**src/rtl/imm_packer.sv**
```systemverilog
// Immediate packer: turns a 32-bit constant into one or two (imm, EOp) beats for the extender.
// Optional macro IMM_PACKER_SHIFT_EN enables the word-aligned sext<<2 encoding (EOp 3).
module imm_packer #(
  parameter int CNT_W = 16
) (
  input  logic             clk,
  input  logic             rst_n,
  input  logic             in_valid,
  output logic             in_ready,
  input  logic [31:0]      in_value,
  output logic             out_valid,
  input  logic             out_ready,
  output logic [15:0]      out_imm,
  output logic [1:0]       out_eop,
  output logic             out_last,
  output logic [CNT_W-1:0] split_cnt
);

  localparam logic [1:0] EOP_SEXT  = 2'd0;
  localparam logic [1:0] EOP_ZEXT  = 2'd1;
  localparam logic [1:0] EOP_UPPER = 2'd2;
`ifdef IMM_PACKER_SHIFT_EN
  localparam logic [1:0] EOP_SHIFT = 2'd3;
`endif

  typedef enum logic [1:0] {IDLE, SINGLE, HI, LO} state_e;

  typedef struct packed {
    logic        split;
    logic [15:0] imm;
    logic [1:0]  eop;
  } enc_t;

  // First matching rule wins; a split carries the upper half in imm.
  function automatic enc_t encode(input logic [31:0] v);
    enc_t e;
    e.split = 1'b0;
    e.imm   = v[15:0];
    e.eop   = EOP_SEXT;
    if ((&v[31:15]) || (~|v[31:15])) begin
      e.eop = EOP_SEXT;
    end else if (~|v[31:16]) begin
      e.eop = EOP_ZEXT;
    end else if (~|v[15:0]) begin
      e.imm = v[31:16];
      e.eop = EOP_UPPER;
    end
`ifdef IMM_PACKER_SHIFT_EN
    else if ((~|v[1:0]) && ((&v[31:17]) || (~|v[31:17]))) begin
      e.imm = v[17:2];
      e.eop = EOP_SHIFT;
    end
`endif
    else begin
      e.split = 1'b1;
      e.imm   = v[31:16];
      e.eop   = EOP_UPPER;
    end
    return e;
  endfunction

  function automatic logic [CNT_W-1:0] sat_inc(input logic [CNT_W-1:0] c);
    return (&c) ? c : c + CNT_W'(1);
  endfunction

  state_e            state_q, state_d;
  logic [15:0]       imm_q, imm_d;
  logic [1:0]        eop_q, eop_d;
  logic              last_q, last_d;
  logic [15:0]       lo_q, lo_d;
  logic [CNT_W-1:0]  cnt_q, cnt_d;

  logic              out_fire;
  logic              in_fire;
  enc_t              enc;

  always_comb begin
    enc       = encode(in_value);
    out_valid = (state_q != IDLE);
    out_fire  = out_valid && out_ready;
    in_ready  = (state_q == IDLE) || (out_fire && last_q);
    in_fire   = in_valid && in_ready;
  end

  always_comb begin
    state_d = state_q;
    imm_d   = imm_q;
    eop_d   = eop_q;
    last_d  = last_q;
    lo_d    = lo_q;
    cnt_d   = cnt_q;
    // A new value takes priority: it can only fire when the current beat is the last one.
    if (in_fire) begin
      imm_d = enc.imm;
      eop_d = enc.eop;
      lo_d  = in_value[15:0];
      if (enc.split) begin
        state_d = HI;
        last_d  = 1'b0;
        cnt_d   = sat_inc(cnt_q);
      end else begin
        state_d = SINGLE;
        last_d  = 1'b1;
      end
    end else if (out_fire) begin
      if (state_q == HI) begin
        state_d = LO;
        imm_d   = lo_q;
        eop_d   = EOP_ZEXT;
        last_d  = 1'b1;
      end else begin
        state_d = IDLE;
      end
    end
  end

  always_ff @(posedge clk or negedge rst_n) begin
    if (!rst_n) begin
      state_q <= IDLE;
      imm_q   <= '0;
      eop_q   <= '0;
      last_q  <= 1'b0;
      lo_q    <= '0;
      cnt_q   <= '0;
    end else begin
      state_q <= state_d;
      imm_q   <= imm_d;
      eop_q   <= eop_d;
      last_q  <= last_d;
      lo_q    <= lo_d;
      cnt_q   <= cnt_d;
    end
  end

  assign out_imm   = imm_q;
  assign out_eop   = eop_q;
  assign out_last  = last_q;
  assign split_cnt = cnt_q;

endmodule

```
**config.mk**
```make
export PLATFORM = sky130hd
export DESIGN_NAME = imm_packer
export DESIGN_NICKNAME = d
export VERILOG_FILES = /design/src/rtl/imm_packer.sv
export SDC_FILE = /design/constraint.sdc
export NUM_CORES = 1
export LEC_CHECK = 0
export ABC_AREA = 1
export BUFFER_PORTS_ARGS = -buffer_cell sky130_fd_sc_hd__buf_2
export CAP_MARGIN = 20
export CELL_PAD_IN_SITES_DETAIL_PLACEMENT = 0
export CELL_PAD_IN_SITES_GLOBAL_PLACEMENT = 1
export CORE_AREA = 10 10 102 104
export DETAILED_ROUTE_END_ITERATION = 6
export DIE_AREA = 0 0 112 114
export GPL_TIMING_DRIVEN = 0
export PLACE_DENSITY = 0.74
export SLEW_MARGIN = 20
export SYNTH_ARGS = -nofsm -noshare
export SYNTH_HDL_FRONTEND = slang
export SYNTH_SLANG_ARGS = --single-unit
```
**constraint.sdc**
```tcl
create_clock -name clk -period 2.2 [get_ports clk]
set_clock_uncertainty 0.2 [all_clocks]
set_input_delay 0.22 -clock clk [delete_from_list [all_inputs] [get_ports clk]]
set_output_delay 0.22 -clock clk [all_outputs]
set_load 0.02 [all_outputs]
```
==> load_flow_metrics.sql, run 1 <==
INSERT INTO impl_metrics (metric_group, metric, value, unit) VALUES
('status', 'outcome', 'finished, final reports clean', ''),
('routing', 'route.top_layer_used', 'met4', ''),
('timing', 'setup-violations-final', '0', ''),
('setup_path', 'ff2ff_setup_slack', '230', 'ps'),
('setup_path', 'cp.required', '2200', 'ps'),
('grt', 'grt_overflow_total', '0', ''),
('grt', 'grt_start_max_net_pins', '54', ''),
('floorplan', 'die_y', '114', 'um'),
('clock_network', 'clock_sink_count', '53', ''),
('grt', 'grtUsageTotal', '0.143', ''),
('clock_network', 'clock_tree.htree_level_count', '2', ''),
('floorplan', 'rows', '34', ''),
('clock_network', 'worst_skew_pair.late_latency', '300', 'ps'),
('setup_path', 'regToRegEndpoint', 'split_cnt[5]', ''),
('floorplan', 'design.core.area', '8470', 'sq um'),
('pwr', 'leakage', '1.93', 'nW'),
('floorplan', 'die_area', '12800', 'sq um'),
('pwr', 'swShare', '0.436', ''),
('routing', 'vias_per_cell', '4.68', ''),
('place', 'globalplace.congestion', '0.833', ''),
('cells_and_area', 'final_cell_area', '3750', 'sq um'),
('floorplan', 'die_x', '112', 'um'),
('synthesis', 'yosysMostFrequentCell', 'sky130_fd_sc_hd__nand2_1', ''),
('pwr', 'p_seq_frac', '0.404', ''),
('routing', 'drc', '0', ''),
('routing', 'finalWirelength', '8.93', 'mm'),
('setup_path', 'critical_path.max_fanout', '10', ''),
('grt', 'first_global_vias', '3028', ''),
('cells_and_area', 'fin_nets', '549', ''),
('setup_path', 'timing.critical_path.from_type', 'flop', ''),
('synthesis', 'synth_area', '3090', 'sq um'),
('timing', 'fin_setup_tns', '0', 'ps'),
('routing', 'routedLengthMet1', '3.99', 'mm'),
('place', 'dp.cells', '606', ''),
('synthesis', 'avgSynthCellArea', '7.26', 'sq um'),
('routing', 'detailroute.wirelength.met2', '4.40', 'mm'),
('floorplan', 'initial_core_util', '0.365', ''),
('synthesis', 'synth.ff_latch_count', '53', ''),
('routing', 'vias', '2901', ''),
('routing', 'antenna_violating_nets_post_route', '0', ''),
('synthesis', 'synth_area_leader_cell', 'sky130_fd_sc_hd__dfrtp_1', ''),
('grt', 'number_of_antenna_violations_at_the_first_check_in_global_routing', '0', ''),
('worst_hold_path', 'terminating_pin_of_the_worst_hold_path', 'lo_q[13]', ''),
('clock_network', 'post_cts_setup_buffer_count', '0', ''),
('setup_path', 'critPathArrivalTime', '1970', 'ps'),
('pwr', 'p_clk_frac', '0.145', ''),
('timing', 'timing.final.crit_period', '1970', 'ps'),
('synthesis', 'synth_fp_nets', '463', ''),
('cells_and_area', 'instances_no_fill', '620', ''),
('pwr', 'power_density', '1060', 'nW/um^2'),
('clock_network', 'ctsLongestPathBuffers', '2', ''),
('synthesis', 'post-synth-top-area-fraction', '0.429', ''),
('synthesis', 'yosys-top-cells-count', 'sky130_fd_sc_hd__nand2_1 (127), sky130_fd_sc_hd__nor2_1 (58), sky130_fd_sc_hd__dfrtp_1 (53), sky130_fd_sc_hd__inv_1 (40), sky130_fd_sc_hd__a21oi_1 (34)', ''),
('timing', 'slew_violations', '0', ''),
('timing', 'timing.slew.headroom', '0.536', ''),
('pwr', 'p_comb_frac', '0.451', ''),
('flow_run', 'count_of_maximum_capacitance_violations', '0', ''),
('synthesis', 'synthesis.yosys.warnings', '0', ''),
('worst_hold_path', 'worstHoldPathType', 'in -> reg', ''),
('worst_hold_path', 'hold-path-cell-count', '3', ''),
('synthesis', 'most_common_flop_cell_mapped_by_yosys', 'sky130_fd_sc_hd__dfrtp_1', ''),
('clock_network', 'clock-root-buffer', 'sky130_fd_sc_hd__clkbuf_8', ''),
('setup_path', 'reg2reg_from', 'split_cnt[0]', ''),
('cells_and_area', 'diodes', '0', ''),
('routing', 'drt_first_iter_violations', '150', ''),
('timing', 'hold_viol_final', '0', ''),
('setup_path', 'worst-r2r-cell-count', '10', ''),
('routing', 'routed-wl-met3', '465', 'um'),
('synthesis', 'sequential_share_of_the_synthesized_area', '0.429', ''),
('timing', 'timing_worst_slew_pin_value', '696', 'ps'),
('routing', 'detail_route.first_pass.iterations', '4', '');
logic make-up after synthesis:
family | synth area share
XOR/XNOR | 0.0396
buffers and inverters | 0.0870
AND/OR/NAND/NOR | 0.327
AO/OA/AOI/OAI | 0.114
adder cells (fa/ha/maj) | 0.00404
flip-flops | 0.429
sequential cells by signal (all words and copies together) (netlist names):
signal and cells:
out_imm 16, split_cnt 16, out_last 1, out_eop 2, lo_q 16, state_q 2
power by group through the flow:
stage | clock network [mW] | registers, mW | logic (mW)
finish | 0.574 | 1.60 | 1.79
global route | 0.625 | 1.66 | 2.02
CTS | 0.587 | 1.61 | 1.83
detailed placement | 0 | 1.62 | 1.81
global placement | 0 | 1.61 | 1.79
floorplan | 0 | 1.85 | 0.932
metrics by stage:
step / hold slack [ps] / power (mW) / setup WS [ps]
2_1_floorplan: -276 / 2.78 / 349
3_3_place_gp: 259 / 3.41 / 217
3_5_place_dp: 122 / 3.44 / 220
4_1_cts: 3.99 / 4.02 / 192
5_1_grt: 19.5 / 4.30 / 97.4
6_report: 2.66 / 3.97 / 231
worst max-delay path by stage:
| stage | start | to | slack [ps] | depth (start not counted) |
|---|---|---|---|---|
| after global placement | split_cnt[0] | split_cnt[2] | 220 | 10 |
| after detailed placement | split_cnt[0] | split_cnt[5] | 220 | 10 |
| after floorplan | split_cnt[0] | split_cnt[3] | 350 | 10 |
| final | split_cnt[0] | split_cnt[5] | 230 | 10 |
| after CTS | split_cnt[0] | split_cnt[5] | 190 | 10 |
| after global routing | split_cnt[0] | split_cnt[3] | 100 | 10 |
per-layer routing:
layer,vias up,track usage
met3,5,0.0352
met1,1324,0.177
met2,68,0.246
met5,-,0
li1,1504,-
met4,0,0.0330
timing repair:
item,CTS,global route
hold buffers,7,0
endpoints found under the hold margin,59,0
setup endpoints to repair,0,0
area by class of cell:
| cell class | count | area [sq um] |
|---|---|---|
| Timing Repair Buffer | 79 | 433 |
| Buffer | 14 | 108 |
| Inverter | 43 | 161 |
| Fill cell | 932 | 4720 |
| Clock buffer | 7 | 86.3 |
| Sequential cell | 53 | 1330 |
| Tap cell | 108 | 135 |
| Multi-Input combinational cell | 316 | 1500 |
cell usage in the layout (no fill, tap or decap):
cell and count:
sky130_fd_sc_hd__buf_6 5, sky130_fd_sc_hd__clkbuf_8 6, sky130_fd_sc_hd__nand3_2 1, sky130_fd_sc_hd__buf_2 73, sky130_fd_sc_hd__nand3b_1 1, sky130_fd_sc_hd__o21ai_0 33
sky130_fd_sc_hd__nand3_1 32, sky130_fd_sc_hd__clkbuf_1 4, sky130_fd_sc_hd__dfrtp_1 53, sky130_fd_sc_hd__a21oi_1 34, sky130_fd_sc_hd__inv_1 40, sky130_fd_sc_hd__nand2_1 127
sky130_fd_sc_hd__nand2_4 5, sky130_fd_sc_hd__nor2_1 58, sky130_fd_sc_hd__inv_2 3, sky130_fd_sc_hd__ha_1 1, sky130_fd_sc_hd__nand3_4 1, sky130_fd_sc_hd__dlygate4sd3_1 7
sky130_fd_sc_hd__nand2_2 1, sky130_fd_sc_hd__o21ai_4 1, sky130_fd_sc_hd__nor2_2 4, sky130_fd_sc_hd__xor2_1 5, sky130_fd_sc_hd__buf_4 5, sky130_fd_sc_hd__nor2_4 3
sky130_fd_sc_hd__xnor2_1 9
worst max-delay path, cell delays in order, from the launching register on:
cell	delay, ps
sky130_fd_sc_hd__dfrtp_1	430
sky130_fd_sc_hd__ha_1	250
sky130_fd_sc_hd__nand3_2	120
sky130_fd_sc_hd__inv_2	50
sky130_fd_sc_hd__nand2_2	90
sky130_fd_sc_hd__nor2_4	50
sky130_fd_sc_hd__nor2_4	220
sky130_fd_sc_hd__nand3_4	160
sky130_fd_sc_hd__buf_6	190
sky130_fd_sc_hd__nand2_1	50
sky130_fd_sc_hd__nand2_1	50
Power figures use the tool's default switching activity.
==> run 2, diff against run 1 <==
REMOVE_ABC_BUFFERS = 1   (was unset)
TNS_END_PERCENT = 100   (was unset)
==> run 2 against run 1 <==
Against the previous run: critical path depth up 1; largest power group unchanged; critical endpoint is now split_cnt[6]; register-to-register slack better by 150 ps; routed wire length down 6.2%; worst hold slack better by 3.5 ps; first-iteration DRC count down 33%; largest cell class unchanged; sequential cell count unchanged; utilization down 0.31 points; cell count down 1.5%; sequential share of layout area up 0.25 points.
==> load_flow_metrics.sql, run 2 (synthesized netlist as in run 1, its figures left out) <==
INSERT INTO impl_metrics (metric_group, metric, value, unit) VALUES
('timing', 'share_of_the_cycle_needed_by_the_critical_path_after_routing', '0.843', ''),
('timing', 'unrepaired_setup_endpoints_after_global_routing', 'no', ''),
('clock_network', 'clock_tree.htree_level_count', '2', ''),
('cells_and_area', 'final_core_utilization', '0.440', ''),
('timing', 'timing.slew.headroom', '0.546', ''),
('routing', 'drt_first_iter_violations', '100', ''),
('routing', 'drc', '0', ''),
('cells_and_area', 'fin_nets', '539', ''),
('floorplan', 'die_area', '12800', 'sq um'),
('timing', 'achievable-frequency', '539', 'MHz'),
('floorplan', 'die_x', '112', 'um'),
('clock_network', 'worst_skew_pair.late_latency', '300', 'ps'),
('floorplan', 'initial_core_util', '0.365', ''),
('timing', 'hold_viol_final', '0', ''),
('grt', 'grtUsageTotal', '0.132', ''),
('timing', 'slew_violations', '0', ''),
('cells_and_area', 'final_layout_size_suffix_gt1_frac', '0.199', ''),
('clock_network', 'ctsLongestPathBuffers', '2', ''),
('timing', 'worst_hold_slack', '6.12', 'ps'),
('clock_network', 'clock-root-buffer', 'sky130_fd_sc_hd__clkbuf_8', ''),
('setup_path', 'cpMaxStageDelayCell', 'sky130_fd_sc_hd__dlygate4sd3_1', ''),
('setup_path', 'critical_path.max_fanout', '16', ''),
('clock_network', 'cts-buffers-inserted', '5', ''),
('worst_hold_path', 'worstHoldPathType', 'in -> reg', ''),
('timing', 'timing.final.crit_period', '1850', 'ps'),
('cells_and_area', 'diodes', '0', ''),
('floorplan', 'num_io_pins', '73', ''),
('place', 'dp.cells', '592', ''),
('grt', 'grt_start_max_net_pins', '68', ''),
('routing', 'finalWirelength', '8.38', 'mm'),
('routing', 'antenna_violating_nets_post_route', '0', ''),
('setup_path', 'timing.critical_path.to_type', 'flop', ''),
('cells_and_area', 'layout_commonest_cell', 'sky130_fd_sc_hd__nand2_1', ''),
('floorplan', 'design.core.area', '8470', 'sq um'),
('pwr', 'power_density', '1060', 'nW/um^2'),
('cells_and_area', 'area_growth', '20.3', '%'),
('timing', 'fin_setup_tns', '0', 'ps'),
('status', 'outcome', 'finished, final reports clean', ''),
('setup_path', 'critical-path-max-stage-delay', '540', 'ps'),
('pwr', 'power.ir.vdd_worst', '501', 'uV'),
('setup_path', 'path_cells', 'dlygate4sd3_1 > buf_2 > nand2_1 > inv_1 > nand2_1 > inv_1 > nand3b_1 > nand2_1 > nor2_4 > nand3_1 > nand2_1', ''),
('pwr', 'leakage', '1.90', 'nW'),
('place', 'numPortBuffers', '72', ''),
('routing', 'vias', '2851', ''),
('routing', 'vias_per_cell', '4.67', ''),
('grt', 'number_of_antenna_violations_at_the_first_check_in_global_routing', '0', ''),
('setup_path', 'timing.critical_path.from_type', 'input pin', ''),
('place', 'globalplace.congestion', '0.795', ''),
('flow_run', 'count_of_maximum_capacitance_violations', '0', ''),
('floorplan', 'die_y', '114', 'um'),
('setup_path', 'critPathMostFrequentCell', 'sky130_fd_sc_hd__nand2_1', ''),
('setup_path', 'timing.setup.critical_path_class', 'in -> reg', ''),
('clock_network', 'clk_pin_slew_worst_paths', '100', 'ps'),
('floorplan', 'rows', '34', ''),
('timing', 'timing_worst_slew_pin_value', '681', 'ps'),
('cells_and_area', 'most-common-layout-cells', 'sky130_fd_sc_hd__nand2_1 (127), sky130_fd_sc_hd__buf_2 (71), sky130_fd_sc_hd__nor2_1 (58)', ''),
('clock_network', 'clock_sink_count', '53', ''),
('timing', 'setup-violations-final', '0', ''),
('grt', 'grt_overflow_total', '0', ''),
('grt', 'first_global_vias', '2850', ''),
('setup_path', 'cp.required', '2250', 'ps'),
('grt', 'grt_first_pass_wirelength', '14.2', 'mm'),
('place', 'place_hpwl', '5.91', 'mm'),
('cells_and_area', 'instances_no_fill', '611', ''),
('routing', 'detail_route.first_pass.iterations', '4', ''),
('clock_network', 'tritoncts_clock_tree', 'built', ''),
('setup_path', 'critPathArrivalTime', '1900', 'ps'),
('routing', 'wl_per_cell', '13.7', 'um');
-- run 2: area by class of cell --
type / count / area [sq um]
fillers: 914 / 4740
multi-input cells: 316 / 1510
flip-flops and latches: 53 / 1330
repair buffers: 83 / 470
inverters: 43 / 161
well taps: 108 / 135
clock buffers: 7 / 86.3
clock inverters: 1 / 30.0
-- run 2: critical path: cells and delay by family --
kind	cells	cell delay, ps
buffers and inverters	4	790
AND/OR/NAND/NOR	7	880
-- run 2: through the flow --
step                cell area (sq um)  setup slack (ps)  power, mW
global placement                 3480             -88.7       3.24
floorplan                        2990               238       2.69
CTS                              3710              25.8       4.00
detailed placement               3480              -115       3.27
finish                           3720               346       3.95
global route                     3720               182       4.31
-- run 2: worst paths after layout --
check                           endpoint  slack (ps)  cells past startpoint    startpoint
max                         split_cnt[6]         350                     11  in_value[15]
min                              lo_q[3]           6                      3   in_value[3]
max reg2reg                split_cnt[13]         380                      9  split_cnt[0]
min reg2reg                   out_eop[1]         280                      2    out_eop[1]
max in group asynchronous  split_cnt[12]        1040                      2         rst_n
min in group asynchronous     out_imm[5]         290                      2         rst_n
-- run 2: power breakdown --
part / internal (mW) / switching [mW]
Combinational: 0.559 / 1.11
Clock: 0.372 / 0.324
Sequential: 1.36 / 0.227
-- run 2: timing repair --
item	in CTS	in global routing
buffers inserted	1	0
endpoints found under the setup margin	16	11
pin swaps	1	0
gates resized for setup	0	2
hold buffers	10	0
hold endpoints to repair	62	0
-- run 2: routing by layer --
layer,track usage,wire [um],part of all wire,vias to the layer above
li1,-,-,-,1486
met1,0.174,4030,0.48,1303
met2,0.216,3890,0.46,56
met3,0.0294,385,0.046,6
met4,0.0330,76,0.0091,0
met5,0,0,0,-
